<file path="config.mk">
export PLATFORM = sky130hd
export DESIGN_NAME = instr_fetch
export DESIGN_NICKNAME = d
export VERILOG_FILES = /design/src/rtl/instr_fetch_pkg.sv /design/src/rtl/fetch_skid_buf.sv /design/src/rtl/instr_fetch.sv
export SDC_FILE = /design/constraint.sdc
export NUM_CORES = 1
export LEC_CHECK = 0
export ABC_AREA = 1
export BUFFER_PORTS_ARGS = -buffer_cell sky130_fd_sc_hd__buf_2
export CORE_MARGIN = 2
export CORE_UTILIZATION = 53
export DETAILED_ROUTE_END_ITERATION = 10
export PLACE_DENSITY = 0.81
export SKIP_LAST_GASP = 1
export SYNTH_ARGS = -nofsm -noshare
export SYNTH_HDL_FRONTEND = slang
export SYNTH_SLANG_ARGS = --single-unit
</file>
<file path="constraint.sdc">
create_clock -name i_clk -period 2.1 [get_ports i_clk]
set_input_delay 0.21 -clock i_clk [delete_from_list [all_inputs] [get_ports i_clk]]
set_output_delay 0.21 -clock i_clk [all_outputs]
set_load 0.01 [all_outputs]
</file>
<file path="src/rtl/instr_fetch_pkg.sv">
// Shared types for the instruction fetch stage: FSM encoding, NOP encoding,
// IF/ID payload and RV32 field bit positions.
package instr_fetch_pkg;

    localparam int unsigned XLEN = 32;
    localparam logic [XLEN-1:0] NOP_ENC = 32'h0000_0013;

    localparam int unsigned OPCODE_LSB = 2;
    localparam int unsigned OPCODE_MSB = 6;
    localparam int unsigned RD_LSB     = 7;
    localparam int unsigned RD_MSB     = 11;
    localparam int unsigned FUNCT3_LSB = 12;
    localparam int unsigned FUNCT3_MSB = 14;
    localparam int unsigned RS1_LSB    = 15;
    localparam int unsigned RS1_MSB    = 19;
    localparam int unsigned RS2_LSB    = 20;
    localparam int unsigned RS2_MSB    = 24;
    localparam int unsigned FUNCT7_LSB = 25;
    localparam int unsigned FUNCT7_MSB = 31;

    typedef enum logic [1:0] {
        ST_FETCH   = 2'd0,
        ST_HOLD    = 2'd1,
        ST_DISCARD = 2'd2
    } fetch_state_e;

    typedef struct packed {
        logic [XLEN-1:0] pc;
        logic [XLEN-1:0] instr;
    } fetch_entry_t;

    function automatic logic [XLEN-1:0] word_align(input logic [XLEN-1:0] addr);
        return {addr[XLEN-1:2], 2'b00};
    endfunction

endpackage

</file>
<file path="src/rtl/fetch_skid_buf.sv">
// One-entry skid buffer holding a fetched {pc, instr} while decode is stalled.
module fetch_skid_buf
    import instr_fetch_pkg::*;
(
    input  logic            clk,
    input  logic            rst,
    input  logic            load,
    input  logic            drop,
    input  logic [XLEN-1:0] load_pc,
    input  logic [XLEN-1:0] load_instr,
    output logic [XLEN-1:0] buf_pc,
    output logic [XLEN-1:0] buf_instr,
    output logic            buf_valid
);

    fetch_entry_t entry_q;

    always_ff @(posedge clk) begin
        if (rst) begin
            entry_q   <= '0;
            buf_valid <= 1'b0;
        end else if (drop) begin
            buf_valid <= 1'b0;
        end else if (load) begin
            entry_q   <= '{pc: load_pc, instr: load_instr};
            buf_valid <= 1'b1;
        end
    end

    assign buf_pc    = entry_q.pc;
    assign buf_instr = entry_q.instr;

endmodule

</file>
<file path="src/rtl/instr_fetch.sv">
// Instruction fetch stage: single-outstanding-request fetch FSM feeding the
// IF/ID register, with a one-entry skid buffer for decode stalls.
module instr_fetch
    import instr_fetch_pkg::*;
#(
    parameter logic [31:0] PC_RESET  = 32'h0000_0000,
    parameter logic [31:0] NOP_INSTR = NOP_ENC
) (
    input  logic        i_clk,
    input  logic        i_rst,
    input  logic        i_stall,
    input  logic        i_flush,
    input  logic        i_redirect,
    input  logic [31:0] i_redirectPC,
    output logic        o_imemReq,
    output logic [31:0] o_imemAddr,
    input  logic        i_imemValid,
    input  logic [31:0] i_imemData,
    output logic        o_valid,
    output logic [31:0] o_pc,
    output logic [31:0] o_instr,
    output logic [4:0]  o_opcode,
    output logic [2:0]  o_funct3,
    output logic [6:0]  o_funct7,
    output logic [4:0]  o_rd,
    output logic [4:0]  o_rs1,
    output logic [4:0]  o_rs2
);

    fetch_state_e    state_q, state_d;
    logic [XLEN-1:0] fetch_pc_q, fetch_pc_d;
    logic            ifid_load, ifid_from_buf;
    logic            skid_load, skid_drop;
    logic [XLEN-1:0] buf_pc, buf_instr;
    logic            buf_valid;

    fetch_skid_buf u_skid (
        .clk        (i_clk),
        .rst        (i_rst),
        .load       (skid_load),
        .drop       (skid_drop),
        .load_pc    (fetch_pc_q),
        .load_instr (i_imemData),
        .buf_pc     (buf_pc),
        .buf_instr  (buf_instr),
        .buf_valid  (buf_valid)
    );

    always_ff @(posedge i_clk) begin
        if (i_rst) begin
            state_q    <= ST_FETCH;
            fetch_pc_q <= PC_RESET;
        end else begin
            state_q    <= state_d;
            fetch_pc_q <= fetch_pc_d;
        end
    end

    // Next state and fetch-side controls; a redirect overrides every fetch event.
    always_comb begin
        state_d       = state_q;
        fetch_pc_d    = fetch_pc_q;
        ifid_load     = 1'b0;
        ifid_from_buf = 1'b0;
        skid_load     = 1'b0;
        skid_drop     = 1'b0;
        case (state_q)
            ST_FETCH: begin
                if (i_redirect) begin
                    fetch_pc_d = word_align(i_redirectPC);
                    if (!i_imemValid) state_d = ST_DISCARD;
                end else if (i_imemValid) begin
                    fetch_pc_d = fetch_pc_q + 32'd4;
                    if (i_stall) begin
                        skid_load = 1'b1;
                        state_d   = ST_HOLD;
                    end else begin
                        ifid_load = 1'b1;
                    end
                end
            end
            ST_HOLD: begin
                if (i_redirect) begin
                    fetch_pc_d = word_align(i_redirectPC);
                    skid_drop  = 1'b1;
                    state_d    = ST_FETCH;
                end else if (!i_stall) begin
                    ifid_load     = 1'b1;
                    ifid_from_buf = 1'b1;
                    skid_drop     = 1'b1;
                    state_d       = ST_FETCH;
                end
            end
            ST_DISCARD: begin
                if (i_redirect) fetch_pc_d = word_align(i_redirectPC);
                if (i_imemValid) state_d = ST_FETCH;
            end
            default: state_d = ST_FETCH;
        endcase
    end

    // IF/ID register; with decode free and nothing to load, a bubble is inserted
    // so the previous instruction is not presented twice.
    always_ff @(posedge i_clk) begin
        if (i_rst) begin
            o_valid <= 1'b0;
            o_instr <= NOP_INSTR;
            o_pc    <= PC_RESET;
        end else if (i_flush) begin
            o_valid <= 1'b0;
            o_instr <= NOP_INSTR;
        end else if (!i_stall) begin
            if (ifid_load) begin
                o_valid <= ifid_from_buf ? buf_valid : 1'b1;
                o_pc    <= ifid_from_buf ? buf_pc    : fetch_pc_q;
                o_instr <= ifid_from_buf ? buf_instr : i_imemData;
            end else begin
                o_valid <= 1'b0;
                o_instr <= NOP_INSTR;
            end
        end
    end

    assign o_imemReq  = (state_q == ST_FETCH) && !i_rst;
    assign o_imemAddr = fetch_pc_q;

    assign o_opcode = o_instr[OPCODE_MSB:OPCODE_LSB];
    assign o_rd     = o_instr[RD_MSB:RD_LSB];
    assign o_funct3 = o_instr[FUNCT3_MSB:FUNCT3_LSB];
    assign o_rs1    = o_instr[RS1_MSB:RS1_LSB];
    assign o_rs2    = o_instr[RS2_MSB:RS2_LSB];
    assign o_funct7 = o_instr[FUNCT7_MSB:FUNCT7_LSB];

endmodule

</file>
==> impl_metrics.csv <==
group,metric,value,unit
synthesis,synthCells,1137,
drt,routedWlPerCell,13.39,µm
timing,period_share,0.8955,
synthesis,netlist_area,7665,µm²
synthesis,synth_cell_types,32,
worst_hold_path,hold_start,"i_rst",
clocking,ctsHoldBuffers,0,
worst_hold_path,hp-class,"in2reg",
critical_path,required,2.45,ns
cells_and_area,n_antenna_cell,0,
global_route,overflow,0,
power,power.density,1082,nW/µm²
drt,wl_met2,9278,µm
placement,port_buffers,191,
cells_and_area,area_growth_syn_to_layout,17.83,%
cells_and_area,fillers,1303,
floorplan,die_y,124.3,µm
critical_path,cp_data_arrival_time,2.23,ns
cells_and_area,final_cell_area,9031,µm²
critical_path,critical_path_class,"reg2reg",
clocking,clock_sinks,158,
drt,detail-route-antenna-nets,0,
worst_hold_path,hold_end,"u_skid.buf_valid",
timing,slew-limit-headroom,0.3307,
synthesis,yosys.area.top_type,"dfxtp_1",
placement,dp.cells,1427,
worst_hold_path,min_delay_path_depth,2,
timing,fmax,531.8,MHz
floorplan,die_area,15440,µm²
global_route,grtUsageTotal,0.2516,
synthesis,synth.yosys.seq_area_share,0.4127,
flow_run,drv_cap,0,
critical_path,reg2reg_depth,8,
synthesis,synth.top_cells.by_area,"dfxtp_1, a21oi_1, nand2_1",
drt,vias_per_cell,5.232,
critical_path,r2r_slack,0.22,ns
floorplan,core_area,13990,µm²
clocking,cts_max_level,4,
global_route,grt_start_max_net_pins,89,
synthesis,synth-seq-cells,158,
critical_path,worst_r2r_startpoint,"state_q[0]",
timing,drv_slew,0,
drt,finalWirelength,19580,µm
critical_path,critical_path.reg2reg.endpoint,"o_imemAddr[9]",
timing,tns,0,ns
drt,drt_iter0_drc,577,
global_route,grt_first_pass_wirelength,32430,µm
floorplan,rows,43,
clocking,clock_latency,0.42,ns
floorplan,initial_core_util,0.5479,
clocking,max-clock-path-buffers,2,
synthesis,yosys.area.top_type_share,0.4127,
drt,drc,0,
floorplan,die-width,124.3,µm
timing,grt_setup_unrepaired,"false",
timing,hold_viol,0,
critical_path,cp-start-kind,"flop",
outcome,outcome,"complete, no violations",
power,p_leak,3.909,nW
drt,drt-met1-wl,8514,µm
synthesis,synth.avg_cell_area,6.741,µm²
timing,worst_clock_skew,0.008888,ns
cells_and_area,drive_gt1_frac,0.2011,
drt,dr_wl_met3,1364,µm
clocking,clockRootBuffer,"clkbuf_16",
cells_and_area,final_nets,1344,
floorplan,ios,198,
timing,finalSetupViolCount,0,
placement,dp_hpwl,13570,µm
global_route,antenna_found_initial,0,
placement,placed_cell_area,8473,µm²
global_route,first_global_vias,6703,
timing,worst_slew_pin_slew,1.003,ns
drt,highest_layer,"met4",
clocking,numCtsBuffers,17,
critical_path,crit_fanout,10,
drt,vias,7655,
power,vdd_drop_max,617.4,µV
critical_path,cp-end-kind,"flop",
clocking,clk_pin_slew,0.06,ns
power,p_total,9.772,mW
placement,gp_congestion,0.9288,
drt,firstDrtPassIters,5,
cells_and_area,finalNonFillerCells,1463,
synthesis,synth_warnings,0,
timing,min_period,1.880,ns
clocking,cts_tree,"done",
final cells by class:
type / count / area (µm²) / area share
Sequential cell: 158 / 3163 / 0.3502
Timing Repair Buffer: 214 / 1179 / 0.1305
Multi-Input combinational cell: 754 / 3467 / 0.3839
Tap cell: 180 / 225.2 / 0.02494
Clock buffer: 22 / 464.2 / 0.05140
Clock inverter: 10 / 63.81 / 0.007066
Inverter: 125 / 469.2 / 0.05195
worst max-delay path, cell delays in order (launching register included):
cell and delay (ns):
dfxtp_1 0.33, inv_1 0.07, ha_1 0.35, nor2_4 0.25
inv_1 0.18, buf_4 0.21, o21ai_0 0.17, nand2_1 0.08
a21oi_1 0.15
through the flow:
step                      utilization  setup WS, ns  hold slack, ns
after floorplan                     -        0.4896          0.3534
after global placement         0.6057        0.2273          0.4301
after detailed placement       0.6057        0.1925          0.4331
after CTS                      0.6435        0.1420         0.01039
after global routing           0.6456       0.04979         0.03643
final                          0.6456        0.2195         0.01964
cell usage in the layout (no fill, tap or decap), types with 3 or more instances in the layout:
| master | count |
|---|---|
| ha_1 | 4 |
| nand4_1 | 6 |
| buf_12 | 4 |
| a31oi_1 | 3 |
| buf_2 | 191 |
| clkinvlp_4 | 4 |
| o21ai_1 | 30 |
| a211oi_1 | 3 |
| clkbuf_1 | 3 |
| nor2_4 | 3 |
| clkinv_2 | 5 |
| dfxtp_1 | 158 |
| buf_4 | 19 |
| or2_2 | 5 |
| clkbuf_16 | 17 |
| a21oi_1 | 168 |
| nand2_2 | 3 |
| nand2_1 | 220 |
| conb_1 | 4 |
| nor3_1 | 4 |
| nand3_1 | 35 |
| nor2_1 | 113 |
| inv_1 | 123 |
| o21ai_0 | 145 |
power by group:
part / internal, mW / switching [mW] / total [mW]
clock network: 1.56 / 1.21 / 2.78
registers: 3.45 / 0.586 / 4.03
logic: 1.13 / 1.83 / 2.96
total: 6.14 / 3.63 / 9.77
layer usage:
| metal | track usage | up-vias |
|---|---|---|
| met5 | 0 | - |
| met4 | 0.09980 | 0 |
| met3 | 0.05198 | 40 |
| met2 | 0.4089 | 293 |
| met1 | 0.3284 | 3426 |
| li1 | - | 3896 |
Yosys cell counts (all sizes together):
cell type	count
nand2	224
o21ai	175
a21oi	168
dfxtp	158
inv	125
nor2	117
buf	60
clkbuf	43
nand3	35
nand4	6
or2	5
ha	4
nor3	4
a211oi	3
a31oi	3
conb	1
nand3b	1
o211ai	1
o21a	1
o21bai	1
o31ai	1
xnor2	1
worst max-delay path by stage:
stage	start	endpoint	slack, ns
detailed placement	state_q[0]	o_imemAddr[9]	0.19
floorplan	state_q[0]	o_imemAddr[14]	0.49
finish	state_q[0]	o_imemAddr[9]	0.22
CTS	state_q[0]	o_imemAddr[9]	0.14
global route	state_q[1]	o_imemAddr[10]	0.05
global placement	state_q[0]	o_imemAddr[9]	0.23
registers in the layout, indices dropped and copies added, names as in the netlist:
name,cells
o_imemAddr,30
u_skid.buf_pc,30
u_skid.buf_valid,1
o_instr,32
o_pc,30
o_valid,1
u_skid.buf_instr,32
state_q,2
logic make-up (layout without fill, tap and decap cells):
family | after synthesis | after routing | share of synthesized area
DFF | 158 | 158 | 0.4127
other | 1 | 4 | 0.0004892
AOI/OAI and AO/OA | 353 | 353 | 0.2333
and+or+nand+nor | 392 | 392 | 0.2081
adders and majority gates | 4 | 4 | 0.006530
buffers and inverters | 228 | 371 | 0.1378
xor gates and xnor gates | 1 | 1 | 0.001143
timing repair:
item                                   4_1_cts  5_1_grt
gates resized for setup                      0        0
setup endpoints to repair                    0        4
endpoints found under the hold margin        0        0
setup buffers                                0        4
Power figures use the tool's default switching activity.
